### config.mk
export PLATFORM = sky130hd
export DESIGN_NAME = design_03_client
export DESIGN_NICKNAME = d
export VERILOG_FILES = /design/src/rtl/design_03_client.sv
export SDC_FILE = /design/constraint.sdc
export NUM_CORES = 1
export LEC_CHECK = 0
export BUFFER_PORTS_ARGS = -buffer_cell sky130_fd_sc_hd__buf_4
export CAP_MARGIN = 20
export CORE_ASPECT_RATIO = 0.5
export CORE_MARGIN = 4
export CORE_UTILIZATION = 52
export DETAILED_ROUTE_END_ITERATION = 8
export GPL_TIMING_DRIVEN = 1
export HOLD_SLACK_MARGIN = 0.03
export PLACE_DENSITY = 0.84
export SETUP_SLACK_MARGIN = 0.4
export SYNTH_ARGS = -nofsm -noshare
export SYNTH_HDL_FRONTEND = slang
export SYNTH_SLANG_ARGS = --single-unit
### constraint.sdc
create_clock -name CLK -period 3.3 [get_ports CLK]
set_input_delay 0.165 -clock CLK [delete_from_list [all_inputs] [get_ports CLK]]
set_output_delay 0.165 -clock CLK [all_outputs]
set_load 0.01 [all_outputs]
### src/rtl/design_03_client.sv
// Client FSM that sequences a start/result/check method call to a callee per upstream
// command and returns the captured result/check values downstream, aborting on RDY timeout.
module design_03_client #(
  parameter int WIDTH   = 7,
  parameter int TIMEOUT = 255
) (
  input  logic             CLK,
  input  logic             RST,
  input  logic             cmd_valid,
  output logic             cmd_ready,
  input  logic [WIDTH-1:0] cmd_a,
  input  logic [WIDTH-1:0] cmd_b,
  input  logic [WIDTH-1:0] cmd_c,
  input  logic [WIDTH-1:0] cmd_d,
  output logic [WIDTH-1:0] start_a,
  output logic [WIDTH-1:0] start_b,
  output logic             EN_start,
  input  logic             RDY_start,
  output logic [WIDTH-1:0] result_c,
  input  logic [WIDTH-1:0] result,
  input  logic             RDY_result,
  output logic [WIDTH-1:0] check_d,
  input  logic [WIDTH-1:0] check,
  input  logic             RDY_check,
  output logic             EN_check,
  output logic             rsp_valid,
  input  logic             rsp_ready,
  output logic [WIDTH-1:0] rsp_result,
  output logic [WIDTH-1:0] rsp_check,
  output logic             rsp_err,
  output logic             busy,
  output logic [15:0]      txn_count
);

  typedef enum logic [2:0] {IDLE, START, WAIT_RES, CHECK, RESP} state_t;

  localparam logic [7:0] TIMER_LAST = 8'(TIMEOUT - 1);

  state_t           state_q, state_d;
  logic [WIDTH-1:0] a_q, a_d, b_q, b_d, c_q, c_d, d_q, d_d;
  logic [WIDTH-1:0] rsp_result_q, rsp_result_d, rsp_check_q, rsp_check_d;
  logic             rsp_err_q, rsp_err_d;
  logic [7:0]       timer_q, timer_d;
  logic [15:0]      txn_count_q, txn_count_d;
  logic             en_start_c, en_check_c;
  logic             rdy_cur, timed_out;

  // The RDY being waited on in the current state; only meaningful in START/WAIT_RES/CHECK.
  always_comb begin
    rdy_cur = 1'b1;
    unique case (state_q)
      START:    rdy_cur = RDY_start;
      WAIT_RES: rdy_cur = RDY_result;
      CHECK:    rdy_cur = RDY_check;
      default:  rdy_cur = 1'b1;
    endcase
  end

  assign timed_out = !rdy_cur && (timer_q == TIMER_LAST);

  always_comb begin
    // NOTE: every variable gets a default here so no path leaves one unassigned,
    // which would otherwise infer a latch.
    state_d      = state_q;
    a_d          = a_q;
    b_d          = b_q;
    c_d          = c_q;
    d_d          = d_q;
    rsp_result_d = rsp_result_q;
    rsp_check_d  = rsp_check_q;
    rsp_err_d    = rsp_err_q;
    timer_d      = timer_q;
    txn_count_d  = txn_count_q;
    en_start_c   = 1'b0;
    en_check_c   = 1'b0;

    unique case (state_q)
      IDLE: begin
        if (cmd_valid) begin
          a_d       = cmd_a;
          b_d       = cmd_b;
          c_d       = cmd_c;
          d_d       = cmd_d;
          rsp_err_d = 1'b0;
          timer_d   = 8'd0;
          state_d   = START;
        end
      end
      START, WAIT_RES, CHECK: begin
        if (rdy_cur) begin
          timer_d = 8'd0;
          if (state_q == START) begin
            en_start_c = 1'b1;
            state_d    = WAIT_RES;
          end else if (state_q == WAIT_RES) begin
            rsp_result_d = result;
            state_d      = CHECK;
          end else begin
            en_check_c  = 1'b1;
            rsp_check_d = check;
            state_d     = RESP;
          end
        end else if (timed_out) begin
          rsp_err_d    = 1'b1;
          rsp_result_d = '0;
          rsp_check_d  = '0;
          timer_d      = 8'd0;
          state_d      = RESP;
        end else begin
          timer_d = timer_q + 8'd1;
        end
      end
      RESP: begin
        if (rsp_ready) begin
          txn_count_d = txn_count_q + 16'd1;
          state_d     = IDLE;
        end
      end
      default: state_d = IDLE;
    endcase
  end

  always_ff @(posedge CLK) begin
    if (RST) begin
      state_q      <= IDLE;
      a_q          <= '0;
      b_q          <= '0;
      c_q          <= '0;
      d_q          <= '0;
      rsp_result_q <= '0;
      rsp_check_q  <= '0;
      rsp_err_q    <= 1'b0;
      timer_q      <= 8'd0;
      txn_count_q  <= 16'd0;
    end else begin
      // NOTE: non-blocking assignments so every flop samples pre-edge values.
      state_q      <= state_d;
      a_q          <= a_d;
      b_q          <= b_d;
      c_q          <= c_d;
      d_q          <= d_d;
      rsp_result_q <= rsp_result_d;
      rsp_check_q  <= rsp_check_d;
      rsp_err_q    <= rsp_err_d;
      timer_q      <= timer_d;
      txn_count_q  <= txn_count_d;
    end
  end

  // Enables are gated by RST so an abandoned transaction never fires a method call.
  assign EN_start   = en_start_c && !RST;
  assign EN_check   = en_check_c && !RST;
  assign cmd_ready  = (state_q == IDLE);
  assign busy       = (state_q != IDLE);
  assign rsp_valid  = (state_q == RESP);
  assign start_a    = a_q;
  assign start_b    = b_q;
  assign result_c   = c_q;
  assign check_d    = d_q;
  assign rsp_result = rsp_result_q;
  assign rsp_check  = rsp_check_q;
  assign rsp_err    = rsp_err_q;
  assign txn_count  = txn_count_q;

endmodule

==> impl_metrics.csv <==
group,metric,value,unit
logic_synthesis,synth_ff_type,"sky130_fd_sc_hd__dfxtp_1",
floorplanning,row_cnt,19,
cts,ctsHtreeMaxLevel,3,
logic_synthesis,synth_top_area_share,47.6,%
sta,fin_ws,0.891,ns
global_route,grt_use_total,20.8,%
worst_setup_path,cp_data_required_time,3.13,ns
global_route,grt_pass1_wl,11.7,mm
logic_synthesis,synth_async_sr_flop_share,0,%
detailed_routing,drt_pass1_iterations,5,
flow_run,cap_viol_max_count,0,
logic_synthesis,synth_fp_nets,406,
status,run_status,"finished clean",
cts,clock_tree_from_tritoncts,"done",
logic_synthesis,synth_edf_count,0,
worst_setup_path,timing.critical_path.fanout_max,15,
global_route,grt_antenna_before_repair,0,
worst_setup_path,cp_top_family,"compound AO/OA/AOI/OAI gates",
sta,worst_slew_pin_slew,1.07,ns
pwr,irDropWorstVdd,356,uV
sta,final_min_period_over_clock_period,73.0,%
logic_synthesis,yosys-top-cells-count,"sky130_fd_sc_hd__nand2_1, sky130_fd_sc_hd__dfxtp_1, sky130_fd_sc_hd__a21oi_1",
detailed_routing,route.detailed.wl_per_inst,14.0,um
place,dp_slack,1.16,ns
pwr,power_per_cell_area,521,nW/um^2
detailed_routing,via_per_inst,5.43,
logic_synthesis,synth.distinct_cells,46,
logic_synthesis,synth_seq_cells,70,
worst_setup_path,critical_path_buffer_and_inverter_count,1,
layout,syn2layout_area_growth,39.5,%
worst_hold_path,hold_path.class,"input port to flip-flop",
global_route,grt_max_degree,57,
sta,fin_tns_setup,0,ns
cts,cts_post_setup_buffers_inserted,0,
logic_synthesis,synthMostInstantiatedCell,"sky130_fd_sc_hd__nand2_1",
place,placedInstanceArea,3800,um^2
place,detailed_place_hpwl,5.33,mm
floorplanning,fp.coreArea,5470,um^2
layout,insertedDiodeCount,0,
layout,final_core_util,75.0,%
sta,finalClockSkew,0.00441,ns
floorplanning,floorplan.die.width,114,um
floorplanning,die_ar,7000,um^2
floorplanning,boundaryPins,113,
detailed_routing,detail_route.wirelength,7.52,mm
worst_setup_path,worst-endpoint-arrival,2.24,ns
worst_setup_path,endpoint_kind,"primary output",
cts,clock-sinks,70,
cts,number_of_buffers_created_by_cts,9,
place,routabilityCongestion,0.808,
detailed_routing,vias,2919,
logic_synthesis,synth_instances,354,
global_route,gr-total-overflow,0,
logic_synthesis,seq_area_frac_synth,47.6,%
worst_setup_path,critPathSlowestCell,"sky130_fd_sc_hd__a311oi_2",
layout,design_area,4100,um^2
worst_setup_path,reg2reg_setup_slack,1.14,ns
sta,fin_hold_ws,0.0512,ns
worst_setup_path,path_cells,"nand2_1, a311oi_2, nor4bb_1, buf_4",
cts,worst_skew_pair.late_latency,0.32,ns
detailed_routing,initialDrtViolationCount,210,
logic_synthesis,synth_top_area_cell,"sky130_fd_sc_hd__dfxtp_1",
worst_setup_path,crit_path_start_kind,"flip-flop",
sta,relSlewSlack,28.8,%
detailed_routing,route.antenna.remaining_nets,0,
sta,report.final.slew_viol_count,0,
detailed_routing,remaining_drc_errors,0,
sta,rsz0062_at_grt,"false",
global_route,vias_in_the_first_global_route,2657,
logic_synthesis,ys.warnings.count,0,
cts,number_of_cells_upsized_or_downsized_after_cts,0,
cts,ctsHoldBuffers,0,
sta,timing_hold_violations_final,0,
place,portBuffers,112,
logic_synthesis,postSynthAreaPerCell,8.31,um^2
pwr,p_leak,1.77,nW
logic_synthesis,synth_area_leaders,"sky130_fd_sc_hd__dfxtp_1, sky130_fd_sc_hd__nand2_1, sky130_fd_sc_hd__a21oi_1, sky130_fd_sc_hd__mux2i_1, sky130_fd_sc_hd__xor2_1",
sta,finalWorstPathRequiredPeriod,2.41,ns
sta,setup_viol_count_final,0,
floorplanning,floorplan.initialDensity,53.8,%
worst_setup_path,timing.critical_path.slowest_cell_delay,0.62,ns
layout,drive_gt1_share,29.2,%
cts,clk_transition_reported_paths,0.05,ns
worst_setup_path,criticalPathCategory,"flip-flop to primary output",
cts,maximum_buffer_depth_of_the_clock_tree,2,
floorplanning,die_h,61.2,um
layout,nets,512,
cts,clockRootBuffer,"sky130_fd_sc_hd__clkbuf_16",
sta,clock.fmax,415,MHz
logic_synthesis,syn-cell-area,2940,um^2
## stage by stage
step / cells / power [W]
3_3_place_gp: 522 / 0.00120
5_1_grt: 538 / 0.00222
2_1_floorplan: 354 / 0.00108
6_report: 538 / 0.00214
3_5_place_dp: 522 / 0.00121
4_1_cts: 538 / 0.00215
## final cells by class
cell class                      instances  area [um^2]
Timing Repair Buffer                  112          841
Sequential cell                        70         1400
Inverter                                6         22.5
Multi-Input combinational cell        261         1450
Tap cell                               73         91.3
Clock inverter                          6         61.3
Fill cell                             404         1370
Clock buffer                           10          239
## logic make-up after synthesis
kind of cell,synth area share [%]
xor gates and xnor gates,2.98
AOI/OAI and AO/OA,15.5
DFF,47.6
and+or+nand+nor,26.4
muxes,3.06
adders and majority gates,1.28
buffers and inverters,3.19
## per-layer routing
metal	global-route usage (%)	part of all wire (%)	vias up	routed length, um
li1	-	-	1439	-
met5	0	0	-	0
met4	9.64	1.6	0	121
met3	5.40	6.2	16	468
met2	39.0	51	104	3830
met1	22.9	41	1360	3100
## where the power goes
group          total [W]  internal, W  switching, W  leakage (nW)
combinational   0.000280     0.000133      0.000147          1.05
sequential      0.000916     0.000885     0.0000310         0.569
clock           0.000943     0.000602      0.000341         0.148
total            0.00214      0.00162      0.000519          1.77
## tightest hold or removal path, stage by stage
cell and delay (ns):
sky130_fd_sc_hd__buf_4 0.08, sky130_fd_sc_hd__nand2_1 0.04, sky130_fd_sc_hd__o21ai_1 0.06
## state kept, by name, summed over array words and instances, names as in the netlist
signal      count
rsp_err         1
rsp_check       7
start_a         7
result_c        7
state_q         3
rsp_result      7
txn_count      16
check_d         7
timer_q         8
start_b         7
## layout by cell type, fill, tap and decap left out, types with 3 or more instances in the layout
master                        n
sky130_fd_sc_hd__buf_4      112
sky130_fd_sc_hd__nand2_1     92
sky130_fd_sc_hd__dfxtp_1     70
sky130_fd_sc_hd__a21oi_1     41
sky130_fd_sc_hd__nor2_1      16
sky130_fd_sc_hd__nand3_1     10
sky130_fd_sc_hd__o21ai_0     10
sky130_fd_sc_hd__mux2i_1      9
sky130_fd_sc_hd__clkbuf_16    9
sky130_fd_sc_hd__nor3_1       8
sky130_fd_sc_hd__or3_1        8
sky130_fd_sc_hd__o21ai_1      7
sky130_fd_sc_hd__xor2_1       7
sky130_fd_sc_hd__inv_1        6
sky130_fd_sc_hd__nand4_1      5
sky130_fd_sc_hd__a31oi_1      4
sky130_fd_sc_hd__and2_1       3
sky130_fd_sc_hd__a22o_1       3
sky130_fd_sc_hd__xnor2_1      3
sky130_fd_sc_hd__ha_1         3
sky130_fd_sc_hd__clkinv_2     3
## worst paths after layout
check | from | to | depth (start not counted)
min reg2reg | rsp_result[4]$_SDFFE_PP0P_ | rsp_result[4]$_SDFFE_PP0P_ | 2
max | state_q[0]$_SDFFE_PP0P_ | EN_start | 4
max reg2reg | state_q[1]$_SDFFE_PP0P_ | check_d[4]$_SDFFE_PP0P_ | 4
min | result[1] | rsp_result[1]$_SDFFE_PP0P_ | 3
Note: power is estimated with default switching activity, not from simulation.
